<file path="src/rtl/muldiv_sequencer_pkg.sv">
// Shared definitions for the multiply/divide sequencer: op encodings, FSM states,
// iteration count and the sign-magnitude helper.
package muldiv_sequencer_pkg;

  localparam logic [1:0] OP_MUL   = 2'b00;
  localparam logic [1:0] OP_MULTU = 2'b01;
  localparam logic [1:0] OP_DIV   = 2'b10;
  localparam logic [1:0] OP_DIVU  = 2'b11;

  localparam int unsigned ITER_COUNT = 32;

  typedef enum logic [1:0] {
    StIdle,
    StRun,
    StFix,
    StDone
  } state_t;

  function automatic logic [31:0] mag32(input logic [31:0] v, input logic sgn);
    return (sgn && v[31]) ? (~v + 32'd1) : v;
  endfunction

endpackage

</file>
<file path="src/rtl/div_step.sv">
// One restoring-divide iteration: shift the next dividend bit into the remainder,
// subtract the divisor, keep the difference if it did not go negative.
module div_step (
  input  logic [31:0] rem_i,
  input  logic [31:0] quo_i,
  input  logic [31:0] div_i,
  output logic [31:0] rem_o,
  output logic [31:0] quo_o
);
  logic [32:0] shifted;
  logic [32:0] diff;

  always_comb begin
    shifted = {rem_i, quo_i[31]};
    diff    = shifted - {1'b0, div_i};
    if (!diff[32]) begin
      rem_o = diff[31:0];
      quo_o = {quo_i[30:0], 1'b1};
    end else begin
      rem_o = shifted[31:0];
      quo_o = {quo_i[30:0], 1'b0};
    end
  end

endmodule

</file>
<file path="src/rtl/muldiv_sequencer.sv">
// Multi-cycle MUL/MULTU/DIV/DIVU sequencer: 32 radix-2 steps on magnitudes plus a sign fix.
// Define MULDIV_DIVZERO_EXC_EN to add dz_exc and suppress HI/LO writes on divide by zero.
module muldiv_sequencer
  import muldiv_sequencer_pkg::*;
(
  input  logic        clk,
  input  logic        rst,
  input  logic        start,
  input  logic [1:0]  op,
  input  logic [31:0] a,
  input  logic [31:0] b,
  input  logic        cancel,
  output logic        busy,
  output logic        done,
  output logic [31:0] hi,
  output logic [31:0] lo,
  output logic        hi_w,
  output logic        lo_w
`ifdef MULDIV_DIVZERO_EXC_EN
  ,
  output logic        dz_exc
`endif
);
  state_t      state_q;
  logic        arm_q, is_div_q, neg_res_q, neg_rem_q, dz_q;
  logic [4:0]  count_q;
  logic [31:0] a_raw_q, m_q, acc_hi_q, acc_lo_q;
  logic        busy_q, done_q, hi_w_q, lo_w_q;
  logic [31:0] hi_q, lo_q;
`ifdef MULDIV_DIVZERO_EXC_EN
  logic        dz_exc_q;
`endif

  logic        sgn_in;
  logic [31:0] mag_a, mag_b;
  logic [32:0] mul_sum;
  logic [31:0] div_rem, div_quo;
  logic [63:0] prod, prod_neg;
  logic [31:0] res_hi, res_lo;
  logic        last_step;

  assign sgn_in    = (op == OP_MUL) || (op == OP_DIV);
  assign mag_a     = mag32(a, sgn_in);
  assign mag_b     = mag32(b, sgn_in);
  assign mul_sum   = {1'b0, acc_hi_q} + (acc_lo_q[0] ? {1'b0, m_q} : 33'd0);
  assign last_step = (count_q == 5'(ITER_COUNT - 1));

  div_step u_div_step (
    .rem_i (acc_hi_q),
    .quo_i (acc_lo_q),
    .div_i (m_q),
    .rem_o (div_rem),
    .quo_o (div_quo)
  );

  always_comb begin
    prod     = {acc_hi_q, acc_lo_q};
    prod_neg = ~prod + 64'd1;
    res_hi   = 32'd0;
    res_lo   = 32'd0;
    if (!is_div_q) begin
      {res_hi, res_lo} = neg_res_q ? prod_neg : prod;
    end else if (dz_q) begin
      res_hi = a_raw_q;
      res_lo = 32'hFFFF_FFFF;
    end else begin
      res_lo = neg_res_q ? (~acc_lo_q + 32'd1) : acc_lo_q;
      res_hi = neg_rem_q ? (~acc_hi_q + 32'd1) : acc_hi_q;
    end
  end

  // Operands are captured on the accepting edge; RUN begins on the following edge.
  always_ff @(posedge clk or posedge rst) begin
    if (rst) begin
      state_q   <= StIdle;
      arm_q     <= 1'b0;
      is_div_q  <= 1'b0;
      neg_res_q <= 1'b0;
      neg_rem_q <= 1'b0;
      dz_q      <= 1'b0;
      count_q   <= 5'd0;
      a_raw_q   <= 32'd0;
      m_q       <= 32'd0;
      acc_hi_q  <= 32'd0;
      acc_lo_q  <= 32'd0;
      busy_q    <= 1'b0;
      done_q    <= 1'b0;
      hi_w_q    <= 1'b0;
      lo_w_q    <= 1'b0;
      hi_q      <= 32'd0;
      lo_q      <= 32'd0;
`ifdef MULDIV_DIVZERO_EXC_EN
      dz_exc_q  <= 1'b0;
`endif
    end else begin
      done_q <= 1'b0;
      hi_w_q <= 1'b0;
      lo_w_q <= 1'b0;
`ifdef MULDIV_DIVZERO_EXC_EN
      dz_exc_q <= 1'b0;
`endif
      unique case (state_q)
        StIdle: begin
          if (arm_q) begin
            arm_q   <= 1'b0;
            state_q <= StRun;
            busy_q  <= 1'b1;
            count_q <= 5'd0;
          end else if (start && !cancel) begin
            arm_q     <= 1'b1;
            is_div_q  <= op[1];
            neg_res_q <= sgn_in && (a[31] ^ b[31]);
            neg_rem_q <= sgn_in && a[31];
            dz_q      <= op[1] && (b == 32'd0);
            a_raw_q   <= a;
            m_q       <= op[1] ? mag_b : mag_a;
            acc_hi_q  <= 32'd0;
            acc_lo_q  <= op[1] ? mag_a : mag_b;
          end
        end
        StRun: begin
          if (cancel) begin
            state_q <= StIdle;
            busy_q  <= 1'b0;
          end else begin
            if (is_div_q) begin
              acc_hi_q <= div_rem;
              acc_lo_q <= div_quo;
            end else begin
              acc_hi_q <= mul_sum[32:1];
              acc_lo_q <= {mul_sum[0], acc_lo_q[31:1]};
            end
            count_q <= count_q + 5'd1;
            if (last_step) state_q <= StFix;
          end
        end
        StFix: begin
          busy_q  <= 1'b0;
          state_q <= cancel ? StIdle : StDone;
          if (!cancel) begin
            done_q <= 1'b1;
`ifdef MULDIV_DIVZERO_EXC_EN
            if (dz_q) begin
              dz_exc_q <= 1'b1;
            end else begin
              hi_q   <= res_hi;
              lo_q   <= res_lo;
              hi_w_q <= 1'b1;
              lo_w_q <= 1'b1;
            end
`else
            hi_q   <= res_hi;
            lo_q   <= res_lo;
            hi_w_q <= 1'b1;
            lo_w_q <= 1'b1;
`endif
          end
        end
        StDone: state_q <= StIdle;
        default: state_q <= StIdle;
      endcase
    end
  end

  assign busy = busy_q;
  assign done = done_q;
  assign hi   = hi_q;
  assign lo   = lo_q;
  assign hi_w = hi_w_q;
  assign lo_w = lo_w_q;
`ifdef MULDIV_DIVZERO_EXC_EN
  assign dz_exc = dz_exc_q;
`endif

endmodule

</file>
<file path="config.mk">
export PLATFORM = sky130hd
export DESIGN_NAME = muldiv_sequencer
export DESIGN_NICKNAME = d
export VERILOG_FILES = /design/src/rtl/muldiv_sequencer_pkg.sv /design/src/rtl/div_step.sv /design/src/rtl/muldiv_sequencer.sv
export SDC_FILE = /design/constraint.sdc
export NUM_CORES = 1
export LEC_CHECK = 0
export ABC_AREA = 1
export ABC_CLOCK_PERIOD_IN_PS = 7700
export CORE_MARGIN = 8
export CORE_UTILIZATION = 25
export CTS_CLUSTER_SIZE = 24
export DETAILED_ROUTE_END_ITERATION = 6
export PLACE_DENSITY = 0.42
export SYNTH_ARGS = -nofsm -noshare
export SYNTH_HDL_FRONTEND = slang
export SYNTH_HIERARCHICAL = 1
export SYNTH_SLANG_ARGS = --single-unit
</file>
<file path="constraint.sdc">
create_clock -name clk -period 7.7 [get_ports clk]
set_input_delay 1.54 -clock clk [delete_from_list [all_inputs] [get_ports clk]]
set_output_delay 1.54 -clock clk [all_outputs]
set_load 0.005 [all_outputs]
</file>
# [Word-level counts from Yosys, hierarchy flattened]
# Index checks and enable logic that the tools add are counted.
[classes] n_mul=0 eq_ne=11 order_cmp=0 bitwise_logic=8 div=0 n_reduce_logical=18 shifts=0 n_mux=39 add_sub_neg=8
[op_table] op="two-way mux 32 bit" n=20
[op_table] op="adder 32 x 1 -> 32 bit (second input constant)" n=4
[op_table] op="NOT 32 bit" n=4
[op_table] op="one-hot mux 32 bit (2 select lines)" n=2
[op_table] op="adder 64 x 1 -> 64 bit (second input constant)" n=1
[op_table] op="two-way mux 64 bit" n=1
[op_table] op="NOT 64 bit" n=1
[op_table] op="adder 32 x 32 -> 33 bit" n=1
[op_table] op="subtractor 33 x 32 -> 33 bit" n=1
[op_table] op="logical NOT 32 bit" n=1
[op_table] op="two-way mux 5 bit" n=2
[op_table] op="inequality test 2 bit (second input constant)" n=5
[op_table] op="one-hot mux 5 bit (2 select lines)" n=1
[op_table] op="AND reduction 3 bit" n=3
[op_table] op="two-way mux 2 bit" n=4
[op_table] op="one-hot mux 2 bit (4 select lines)" n=1
[op_table] op="two-way mux 1 bit" n=7
[op_table] op="== test 2 bit (second input constant)" n=3
[op_table] op="adder 5 x 1 -> 5 bit (second input constant)" n=1
[op_table] op="== test 5 bit (second input constant)" n=1
[op_table] op="logical AND 1 bit" n=5
[op_table] op="logical NOT 2 bit" n=2
[op_table] op="AND reduction 2 bit" n=2
[op_table] op="AND reduction 4 bit" n=1
[op_table] op="other kinds (9)" n=10
[word_totals] ff_bits=206 ramBits=0 mem_bits_ro=0 n_memories=0 latchBits=0 word_cells=99

# [Longest topological paths before layout]
# Gate-level depths: netlist (run 1).
[logic_depth] ltp_word=8 ltp_mapped=21

# [Modules after synthesis]
# Netlist (run 1), hierarchy kept.
[modules_own_cells] module="muldiv_sequencer" instances=1 area_each_um2=16995.0 cells_per_inst=2745 seq_area_each_um2=5154.9
[modules_own_cells] module="div_step" instances=1 area_each_um2=3383.2 cells_per_inst=711 seq_area_each_um2=0.0

# [Worst setup path after synthesis (run 1)]
# Ideal clock, no wire load.
[synth_path] path_type="input-to-reg" start="input a[1]" end="register acc_lo_q[16]" t_arrival_ns=2.668 stages=10 path_buffers=0 setup_ns=0.121 slack_ns=4.911 path_cell_list="inv_1 ha_1 nand2_1 nor2_4 nand3_1 nand2_2 xor2_1 nand2_1 nand3_1 a21oi_1"
[synth_via] elab_chain_cells=7
[synth_lines] element="from (decl)" line="muldiv_sequencer.sv:10" rtl="input logic [31:0] a,"
[synth_lines] element="NOT 32 bit" line="muldiv_sequencer_pkg.sv:20" rtl="return (sgn && v[31]) ? (~v + 32'd1) : v;"
[synth_lines] element="adder 32 x 1 -> 32 bit" line="muldiv_sequencer_pkg.sv:20"
[synth_lines] element="two-way mux 32 bit" line="muldiv_sequencer_pkg.sv:20"
[synth_lines] element="two-way mux 32 bit" line="muldiv_sequencer.sv:118" rtl="acc_lo_q <= op[1] ? mag_a : mag_b;"
[synth_lines] element="two-way mux 32 bit" line="muldiv_sequencer.sv:109" rtl="end else if (start && !cancel) begin"
[synth_lines] element="two-way mux 32 bit" line="muldiv_sequencer.sv:104" rtl="if (arm_q) begin"
[synth_lines] element="one-hot mux 32 bit (2 select lines)" line="muldiv_sequencer.sv:102" rtl="unique case (state_q)"
[synth_lines] element="to (signal assigned)" line="muldiv_sequencer.sv:118"
[synth_lines] element="to (signal assigned)" line="muldiv_sequencer.sv:128" rtl="acc_lo_q <= div_quo;"
[synth_lines] element="to (signal assigned)" line="muldiv_sequencer.sv:131" rtl="acc_lo_q <= {mul_sum[0], acc_lo_q[31:1]};"
[synth_lines] element="to (decl)" line="muldiv_sequencer.sv:27" rtl="logic [31:0] a_raw_q, m_q, acc_hi_q, acc_lo_q;"
# No other way between the ends. The select of a mux whose other input is x is not followed.
# A chain may end at the register's enable or synchronous reset.

# [Worst setup path in the final report (run 1)]
[layout_path] start="input cancel" end="register m_q[3]"
[layout_via] elab_chain_cells=3
[layout_lines] element="from (decl)" line="muldiv_sequencer.sv:12" rtl="input logic cancel,"
[layout_lines] element="logical NOT 1 bit"
[layout_lines] element="logical AND 1 bit" line="muldiv_sequencer.sv:109"
[layout_lines] element="AND reduction 3 bit (no source line)"
[layout_lines] element="to (signal assigned)" line="muldiv_sequencer.sv:116" rtl="m_q <= op[1] ? mag_b : mag_a;"
[layout_lines] element="to (decl)" line="muldiv_sequencer.sv:27"
# No other way between the ends.

==> impl_metrics.py, run 1 <==
metrics = {
    "run_status": {
        "status": "complete, no violations",
    },
    "yosys": {
        "netlist_area_um2": 20380,
        "syn_nets": 3602,
        "ys_ff_latch": 206,
        "synth_warnings": 6,
        "syn_inst": 3456,
        "avgSynthCellArea_um2": 5.896,
        "synth-seq-area-share_pct": 25.30,
        "synth_cell_type_count": 49,
    },
    "placement": {
        "gp_congestion": 0.9415,
        "dp_hpwl_mm": 77.37,
        "io_buffers": 137,
        "place_inst": 4533,
    },
    "drt": {
        "avgViaCountPerCell": 4.792,
        "drt_wl_total_mm": 95.04,
        "wl_per_cell_um": 20.73,
        "drtIter0Drc": 1988,
        "post-route-drc-count": 0,
        "vias": 21967,
        "antenna_left": 0,
        "drt_first_pass_iters": 6,
    },
    "die": {
        "die_width_um": 301.5,
        "initial_utilization_pct": 25.26,
        "ios": 138,
        "core-area_um2": 80680,
        "rows": 104,
        "die_h_um": 301.5,
        "dieArea_um2": 90910,
    },
    "run": {
        "maxCapViolCount": 0,
    },
    "timing": {
        "fmax_mhz": 241.6,
        "tightest_slew_ns": 0.9716,
        "final.min_clock_period_ns": 4.139,
        "fin_setup_tns_ns": 0,
        "relSlewSlack_pct": 35.13,
        "rsz0062_at_grt": "false",
        "fin_worst_skew_ns": 0.05507,
        "final_max_slew_viol_count": 0,
        "hold_viol": 0,
        "fin_crit_sh_pct": 53.75,
        "finalSetupViolations": 0,
    },
    "global_route": {
        "grt_usage_pct": 20.41,
        "grt_pass1_wl_mm": 139.9,
        "overflow": 0,
        "grt_pass1_vias": 21223,
        "grt_max_degree": 110,
        "antenna_found_initial": 0,
    },
    "worst_setup_path": {
        "path_class": "in2reg",
        "reg2reg_slack_ns": 4.31,
        "path_max_fanout": 49,
        "worstPathRequired_ns": 8.21,
        "cp-end-kind": "flop",
        "critPathArrivalTime_ns": 4.65,
        "startpoint_type": "input pin",
        "crit_start": "cancel",
        "worstReg2RegStart": "state_q[1]",
    },
    "clocking": {
        "cts_resized": 0,
        "cts_buffers": 28,
        "cts_tree": "built",
        "htreeDepth": 1,
        "clock_sinks": 206,
        "clock_latency_ns": 0.61,
        "clkTransAtPathRegs_ns": 0.06,
        "postCtsHoldBufs": 0,
        "post_cts_buffers": 0,
        "clockRootBuffer": "clkbuf_16",
        "clk_path_buf_depth": 3,
    },
    "power_and_ir_drop": {
        "p_leak_nw": 12.02,
        "power_density_nw_per_um2": 486.7,
        "peakVddDrop_mv": 0.1642,
    },
    "cells_and_area": {
        "stdcell_count": 4584,
        "mostFrequentLayoutCells": "nand2_1, inv_1, nor2_1",
        "fill_cells": 9313,
        "layout.nets": 3649,
        "area_growth_pct": 15.16,
        "diodes": 0,
        "final_common_cell": "nand2_1",
        "drive_gt1_share_pct": 4.966,
    },
    "worst_hold_path": {
        "worstHoldStart": "hi[21]",
        "min_path_type": "reg2reg",
    },
}
==> synthesized netlist by cell type (all sizes together) <==
library cell	n	area share, %
nand2	1174	22
nor2	465	9.7
inv	461	8.5
nand3	313	7.8
a21oi	213	5.3
dfrtp	206	25
o21ai	177	4.4
xor2	88	3.8
buf	86	2.6
ha	74	4.5
clkbuf	55	1.1
nand4	33	1.1
o211ai	17	0.63
nor3	15	0.37
o21bai	12	0.44
a31oi	9	0.28
and2	9	0.28
nand3b	7	0.26
o22ai	7	0.21
or2	7	0.21
o32ai	6	0.26
a22oi	5	0.18
o221ai	4	0.17
xnor2	3	0.13
a21boi	2	0.074
fa	2	0.20
a21o	1	0.037
a32o	1	0.049
and3	1	0.031
clkinv	1	0.018
o21a	1	0.037
o41ai	1	0.043
==> power breakdown <==
group,leakage [nW],total [mW],switching (mW),internal [mW]
logic,9.04,7.49,5.02,2.47
clock network,0.471,1.37,0.552,0.817
registers,2.51,2.56,0.965,1.59
total,12.0,11.4,6.54,4.88
==> final timing paths <==
kind | endpoint | depth (start not counted)
worst max register to register | acc_lo_q[1] | 12
worst min-delay path | hi[21] | 2
worst min register to register | hi[21] | 2
worst max-delay path | m_q[3] | 11
min in group asynchronous | hi[23] | 2
max in group asynchronous | hi[19] | 3
==> state kept, by name, indices dropped and copies added, names as in the netlist, 2 cells and up <==
| name | count |
|---|---|
| state_q | 2 |
| lo | 32 |
| hi | 32 |
| acc_lo_q | 32 |
| m_q | 32 |
| count_q | 5 |
| acc_hi_q | 32 |
| a_raw_q | 32 |
==> cell families after synthesis <==
logic type | synth area share [%]
and+or+nand+nor | 41.80
buffers and inverters | 12.21
AOI/OAI and AO/OA | 12.05
DFF | 25.30
xor gates and xnor gates | 3.911
adders and majority gates | 4.740
==> layout make-up <==
cell class | count | area, um^2 | area share, %
repair buffers | 158 | 1541 | 6.569
well taps | 1060 | 1326 | 5.652
multi-input cells | 2647 | 12740 | 54.28
clock buffers | 37 | 784.5 | 3.343
inverters | 462 | 1744 | 7.432
flip-flops and latches | 206 | 5157 | 21.98
clock inverters | 14 | 175.2 | 0.7464
==> worst max-delay path, stage by stage <==
cell	delay, ns
clkdlybuf4s50_1	0.50
nor2_1	0.13
nand2_1	0.11
nor2_2	0.10
buf_4	0.28
inv_2	0.37
buf_4	0.37
nor2_2	0.52
buf_4	0.28
inv_1	0.18
o211ai_1	0.23
==> per-layer routing <==
metal / up-vias / track usage, % / routed length, um
met3: 115 / 2.681 / 5356
met4: 0 / 5.580 / 2901
met2: 627 / 33.34 / 42760
met1: 10242 / 28.09 / 44020
met5: - / 0 / 0
li1: 10983 / - / -
==> stage by stage <==
| step | setup WS, ns | util (%) | hold slack (ns) | total power, mW | instance area [um^2] |
|---|---|---|---|---|---|
| after floorplan | 0.5359 | - | 0.4479 | 7.328 | 20380 |
| final | 3.561 | 29.09 | 0.4773 | 11.42 | 23470 |
| after CTS | 3.555 | 29.09 | 0.4830 | 11.46 | 23470 |
| after global placement | 2.898 | 27.90 | 0.4667 | 10.06 | 22510 |
| after detailed placement | 2.930 | 27.90 | 0.4671 | 10.04 | 22510 |
| after global routing | 3.269 | 29.09 | 0.5017 | 12.49 | 23470 |
(Power assumes the default switching activity.)
==> inputs of run 2 (changes only) <==
Settings changed: ABC_CLOCK_PERIOD_IN_PS 7700 to 4320.
Clock period 7.7 ns to 4.32 ns, I/O delays scaled along.
==> run 2 against run 1 <==
Against the previous run:
- sequential share of layout area decreased by 0.19 points
- clock skew decreased by 0.022 ns
- non-clock buffer count increased by 25
- largest power group unchanged
- critical path depth increased by 10
- clock power increased by 82%
- register-to-register slack got worse by 3.2 ns
- sequential power increased by 71%
- critical path type is now reg2reg
==> impl_metrics.py, run 2 (synthesized netlist as in run 1, its figures left out) <==
metrics = {
    "worst_setup_path": {
        "worstReg2RegStart": "acc_lo_q[31]",
        "startpoint_type": "flop",
        "cp-end-kind": "flop",
        "worstPathRequired_ns": 4.81,
        "path_max_fanout": 33,
        "path_class": "reg2reg",
        "critPathArrivalTime_ns": 3.69,
        "reg2reg_slack_ns": 1.12,
        "reg2reg_depth": 21,
        "r2r-end": "acc_hi_q[20]",
    },
    "timing": {
        "fin_setup_tns_ns": 0,
        "fin_worst_skew_ns": 0.03287,
        "rsz0062_at_grt": "false",
        "final.min_clock_period_ns": 3.202,
        "setup_slack_ns": 1.118,
        "final_max_slew_viol_count": 0,
        "relSlewSlack_pct": 32.91,
        "finalSetupViolations": 0,
        "fin_crit_sh_pct": 74.12,
        "hold_viol": 0,
        "tightest_slew_ns": 1.003,
        "fmax_mhz": 312.3,
    },
    "drt": {
        "avgViaCountPerCell": 4.793,
        "post-route-drc-count": 0,
        "vias": 22107,
        "drt_wl_total_mm": 97.43,
        "antenna_left": 0,
        "drt_first_pass_iters": 5,
        "wl_per_cell_um": 21.13,
        "drtIter0Drc": 1985,
    },
    "global_route": {
        "grt_pass1_wl_mm": 142.9,
        "grt_pass1_vias": 21144,
        "overflow": 0,
        "antenna_found_initial": 1,
        "grt_usage_pct": 20.88,
        "grt_max_degree": 121,
    },
    "cells_and_area": {
        "layout.nets": 3674,
        "area_growth_pct": 16.22,
        "mostFrequentLayoutCells": "nand2_1, inv_1, nor2_1",
        "multi_input_area_um2": 12740,
        "fin_area_um2": 23680,
        "drive_gt1_share_pct": 5.606,
        "regArea_um2": 5159,
        "final_common_cell": "nand2_1",
        "fill_cells": 9288,
    },
    "clocking": {
        "htreeDepth": 1,
        "clk_path_buf_depth": 3,
        "cts_tree": "built",
        "cts_resized": 0,
        "clock_latency_ns": 0.61,
        "postCtsHoldBufs": 0,
        "cts_buffers": 28,
        "clkTransAtPathRegs_ns": 0.07,
        "clockRootBuffer": "clkbuf_16",
        "post_cts_buffers": 0,
        "clock_sinks": 206,
    },
    "placement": {
        "gp_congestion": 0.9475,
        "dpl_cell_area_um2": 22720,
        "dp_hpwl_mm": 78.85,
        "place_worst_setup_slack_ns": 1.069,
        "io_buffers": 137,
    },
    "die": {
        "ios": 138,
        "dieArea_um2": 90910,
        "die_h_um": 301.5,
        "rows": 104,
        "die_width_um": 301.5,
        "initial_utilization_pct": 25.26,
        "core-area_um2": 80680,
    },
    "worst_hold_path": {
        "min_path_type": "reg2reg",
        "holdPathStages": 2,
        "hold_path_end": "hi[17]",
        "worstHoldStart": "hi[17]",
    },
    "power_and_ir_drop": {
        "power_density_nw_per_um2": 879.8,
        "p_leak_nw": 12.14,
        "power_mw": 20.84,
        "peakVddDrop_mv": 0.4081,
    },
    "run": {
        "maxCapViolCount": 0,
    },
    "run_status": {
        "status": "complete, no violations",
    },
}
## run 2: changes by cell type in the layout (fill, tap and decap cells not counted), sizes merged
cell / before / now
buf: 21 / 46
clkbuf: 37 / 39
clkinv: 10 / 9
clkinvlp: 2 / 3
diode: 0 / 2
inv: 461 / 460
## run 2: worst max-delay path by stage
stage / start / cells after the start / endpoint
after global routing: acc_lo_q[31] / 20 / acc_hi_q[31]
after floorplan: rst / 1 / a_raw_q[0]
after global placement: b[31] / 10 / acc_lo_q[5]
after CTS: acc_lo_q[31] / 21 / acc_hi_q[20]
final: acc_lo_q[31] / 21 / acc_hi_q[20]
after detailed placement: b[31] / 9 / acc_lo_q[11]
## run 2: power breakdown
group	internal [mW]	switching, mW	total [mW]
Sequential	2.84	1.54	4.38
Clock	1.46	1.04	2.50
Combinational	4.53	9.43	14.0
Total	8.83	12.0	20.8
## run 2: worst max-delay path, stage by stage, from the launching register on
cell and delay [ns]:
dfrtp_1 0.33, buf_4 0.20, inv_1 0.06, ha_1 0.24, fa_1 0.41, inv_1 0.13, nand2_1 0.06, nand2_1 0.07
nand3_1 0.09, nand2_2 0.13, nand2_1 0.07, nand2_2 0.10, nand2_2 0.08, nand2_2 0.08, nand2_2 0.06, nand2_4 0.33
nand2_1 0.10, nand2_1 0.09, nor2_1 0.05, nor2_1 0.16, nand2_1 0.15, o21ai_0 0.09
## run 2: final cells by class
type,count,share of cell area [%]
inverters,462,7.349
clock inverters,13,0.7185
multi-input cells,2647,53.78
flip-flops and latches,206,21.78
repair buffers,183,7.407
well taps,1060,5.600
diodes,2,0.02113
clock buffers,39,3.344
## run 2: through the flow
| stage | instances | util (%) | hold WS [ns] |
|---|---|---|---|
| floorplan | 3456 | - | 0.4479 |
| global placement | 4558 | 28.16 | 0.4670 |
| detailed placement | 4558 | 28.16 | 0.4671 |
| CTS | 4610 | 29.35 | 0.4838 |
| global route | 4610 | 29.35 | 0.5017 |
| finish | 4612 | 29.35 | 0.4777 |
## run 2: per-layer routing
metal / up-vias / global-route usage (%) / wire length [um]
li1: 11040 / - / -
met1: 10287 / 29.68 / 45950
met2: 681 / 34.02 / 43890
met3: 99 / 1.721 / 5129
met4: 0 / 5.064 / 2462
met5: - / 0 / 0
==> inputs of run 3 (changes only) <==
Settings changed: ABC_CLOCK_PERIOD_IN_PS 4320 to 2800, PLACE_DENSITY 0.42 to 0.44.
Clock period 4.32 ns to 2.8 ns, I/O delays scaled along.
==> run 3 against run 2 <==
Against the previous run:
- design area up 6.7%
- wire length is 2.4% higher
- clock skew increased by 0.011 ns
- total power is 66% higher
- clock power rose by 50%
- core utilization grew 2.0 points
- critical path depth fell by 1
- non-clock buffer count grew 175
- sequential share of layout area shrank 1.3 points
- critical path type unchanged
- largest power group unchanged
==> impl_metrics.py, run 3 (synthesized netlist as in run 1, its figures left out) <==
metrics = {
    "run_status": {
        "status": "complete, no violations",
    },
    "power_and_ir_drop": {
        "power_mw": 34.64,
        "peakVddDrop_mv": 0.4896,
        "power_density_nw_per_um2": 1371,
        "p_leak_nw": 13.08,
    },
    "cells_and_area": {
        "area_growth_pct": 23.96,
        "post-route-util_pct": 31.31,
        "drive_gt1_share_pct": 10.58,
        "final_common_cell": "nand2_1",
        "layout.nets": 3850,
        "mostFrequentLayoutCells": "nand2_1, inv_1, nor2_1",
        "stdcell_count": 4786,
        "fin_area_um2": 25260,
    },
    "drt": {
        "avgViaCountPerCell": 4.780,
        "drtIter0Drc": 2029,
        "antenna_left": 0,
        "vias": 22875,
        "drt_wl_total_mm": 99.73,
        "drt_first_pass_iters": 6,
        "post-route-drc-count": 0,
        "wl_per_cell_um": 20.84,
    },
    "placement": {
        "place_worst_setup_slack_ns": 0.002261,
        "place_inst": 4728,
        "dp_hpwl_mm": 82.80,
        "io_buffers": 137,
        "dpl_cell_area_um2": 24170,
        "gp_congestion": 0.9556,
    },
    "timing": {
        "fin_worst_skew_ns": 0.04346,
        "whs_ns": 0.2893,
        "fmax_mhz": 368.8,
        "tightest_slew_ns": 0.8811,
        "final.min_clock_period_ns": 2.712,
        "rsz0062_at_grt": "true",
        "final_max_slew_viol_count": 0,
        "relSlewSlack_pct": 41.04,
        "finalSetupViolations": 0,
        "hold_viol": 0,
        "fin_setup_tns_ns": 0,
        "setup_slack_ns": 0.08842,
        "fin_crit_sh_pct": 96.84,
    },
    "die": {
        "rows": 104,
        "die_h_um": 301.5,
        "core-area_um2": 80680,
        "die_width_um": 301.5,
        "dieArea_um2": 90910,
        "ios": 138,
        "initial_utilization_pct": 25.26,
    },
    "clocking": {
        "cts_buffers": 28,
        "clkTransAtPathRegs_ns": 0.06,
        "clockRootBuffer": "clkbuf_16",
        "clock_latency_ns": 0.60,
        "htreeDepth": 1,
        "cts_tree": "built",
        "clock_sinks": 206,
        "clk_path_buf_depth": 3,
    },
    "worst_setup_path": {
        "worstReg2RegStart": "m_q[0]",
        "worstPathRequired_ns": 3.26,
        "startpoint_type": "flop",
        "cp-end-kind": "flop",
        "crit_top_cell": "nand2_1",
        "cp_slowest_cell": "fa_2",
        "critPathArrivalTime_ns": 3.17,
        "path_max_fanout": 8,
        "crit_chain": "ha_2 > fa_2 > inv_2 > nand2_1 > nand2_1 > nand3_1 > nand2_2 > nand2_1 > nand2_2 > nand2_2 > nand3_2 > nand2_8 > buf_4 > buf_4 > nand2_1 > nand2_1 > nor2_1 > nor2_1 > nand2_1 > nand2_1",
        "path_delay_family": "simple AND/OR/NAND/NOR gates",
        "cp_num_buf_inv": 3,
        "reg2reg_depth": 20,
        "r2r-end": "acc_hi_q[29]",
        "crit_path_max_incr_delay_ns": 0.43,
        "reg2reg_slack_ns": 0.09,
        "path_class": "reg2reg",
    },
    "global_route": {
        "grt_max_degree": 94,
        "grt_pass1_vias": 21849,
        "antenna_found_initial": 2,
        "overflow": 0,
        "grt_pass1_wl_mm": 145.4,
        "grt_usage_pct": 21.27,
    },
    "run": {
        "maxCapViolCount": 0,
    },
    "worst_hold_path": {
        "min_path_type": "in2async",
    },
}
run 3: area by class of cell:
type | instances | area, um^2
diodes | 1 | 2.502
clock buffers | 37 | 784.5
clock inverters | 14 | 166.4
fillers | 9201 | 55420
inverters | 462 | 1740
multi-input cells | 2648 | 12810
flip-flops and latches | 206 | 5165
well taps | 1060 | 1326
repair buffers | 358 | 3264
run 3: routing by layer:
metal  vias to the layer above  GRT usage, %  part of all wire (%)
met5                         -             0                 0.013
met1                     10625         29.75                    47
li1                      11390             -                     -
met3                       140         2.746                   5.9
met4                         2         7.505                   4.2
met2                       718         33.43                    43
run 3: worst max path at each step:
stage	from	endpoint	slack, ns	depth (start not counted)
after floorplan	rst	a_raw_q[0]	-0.43	1
after global placement	b[4]	acc_lo_q[31]	-0.03	10
after detailed placement	b[0]	acc_lo_q[18]	0.002	12
after CTS	m_q[0]	acc_hi_q[13]	0.05	19
after global routing	acc_lo_q[31]	acc_hi_q[13]	-0.05	21
final	m_q[0]	acc_hi_q[29]	0.09	20
run 3: where the power goes:
part	leakage, nW	switching [mW]	total, mW	internal [mW]
clock network	0.466	1.57	3.74	2.17
registers	2.50	1.62	6.04	4.41
logic	10.1	15.9	24.9	8.95
total	13.1	19.1	34.6	15.5
run 3: worst register-to-register path, stage by stage, from the launching register on:
cell and delay (ns):
dfrtp_1 0.40, ha_2 0.21, fa_2 0.43, inv_2 0.08, nand2_1 0.05, nand2_1 0.07
nand3_1 0.09, nand2_2 0.09, nand2_1 0.07, nand2_2 0.09, nand2_2 0.10, nand3_2 0.13
nand2_8 0.11, buf_4 0.16, buf_4 0.12, nand2_1 0.05, nand2_1 0.06, nor2_1 0.11
nor2_1 0.07, nand2_1 0.07, nand2_1 0.05
run 3: what timing repair did:
item | in CTS | in global routing
setup endpoints to repair | 0 | 33
hold buffers | 0 | 0
setup buffers | 0 | 4
resized for setup | 0 | 29
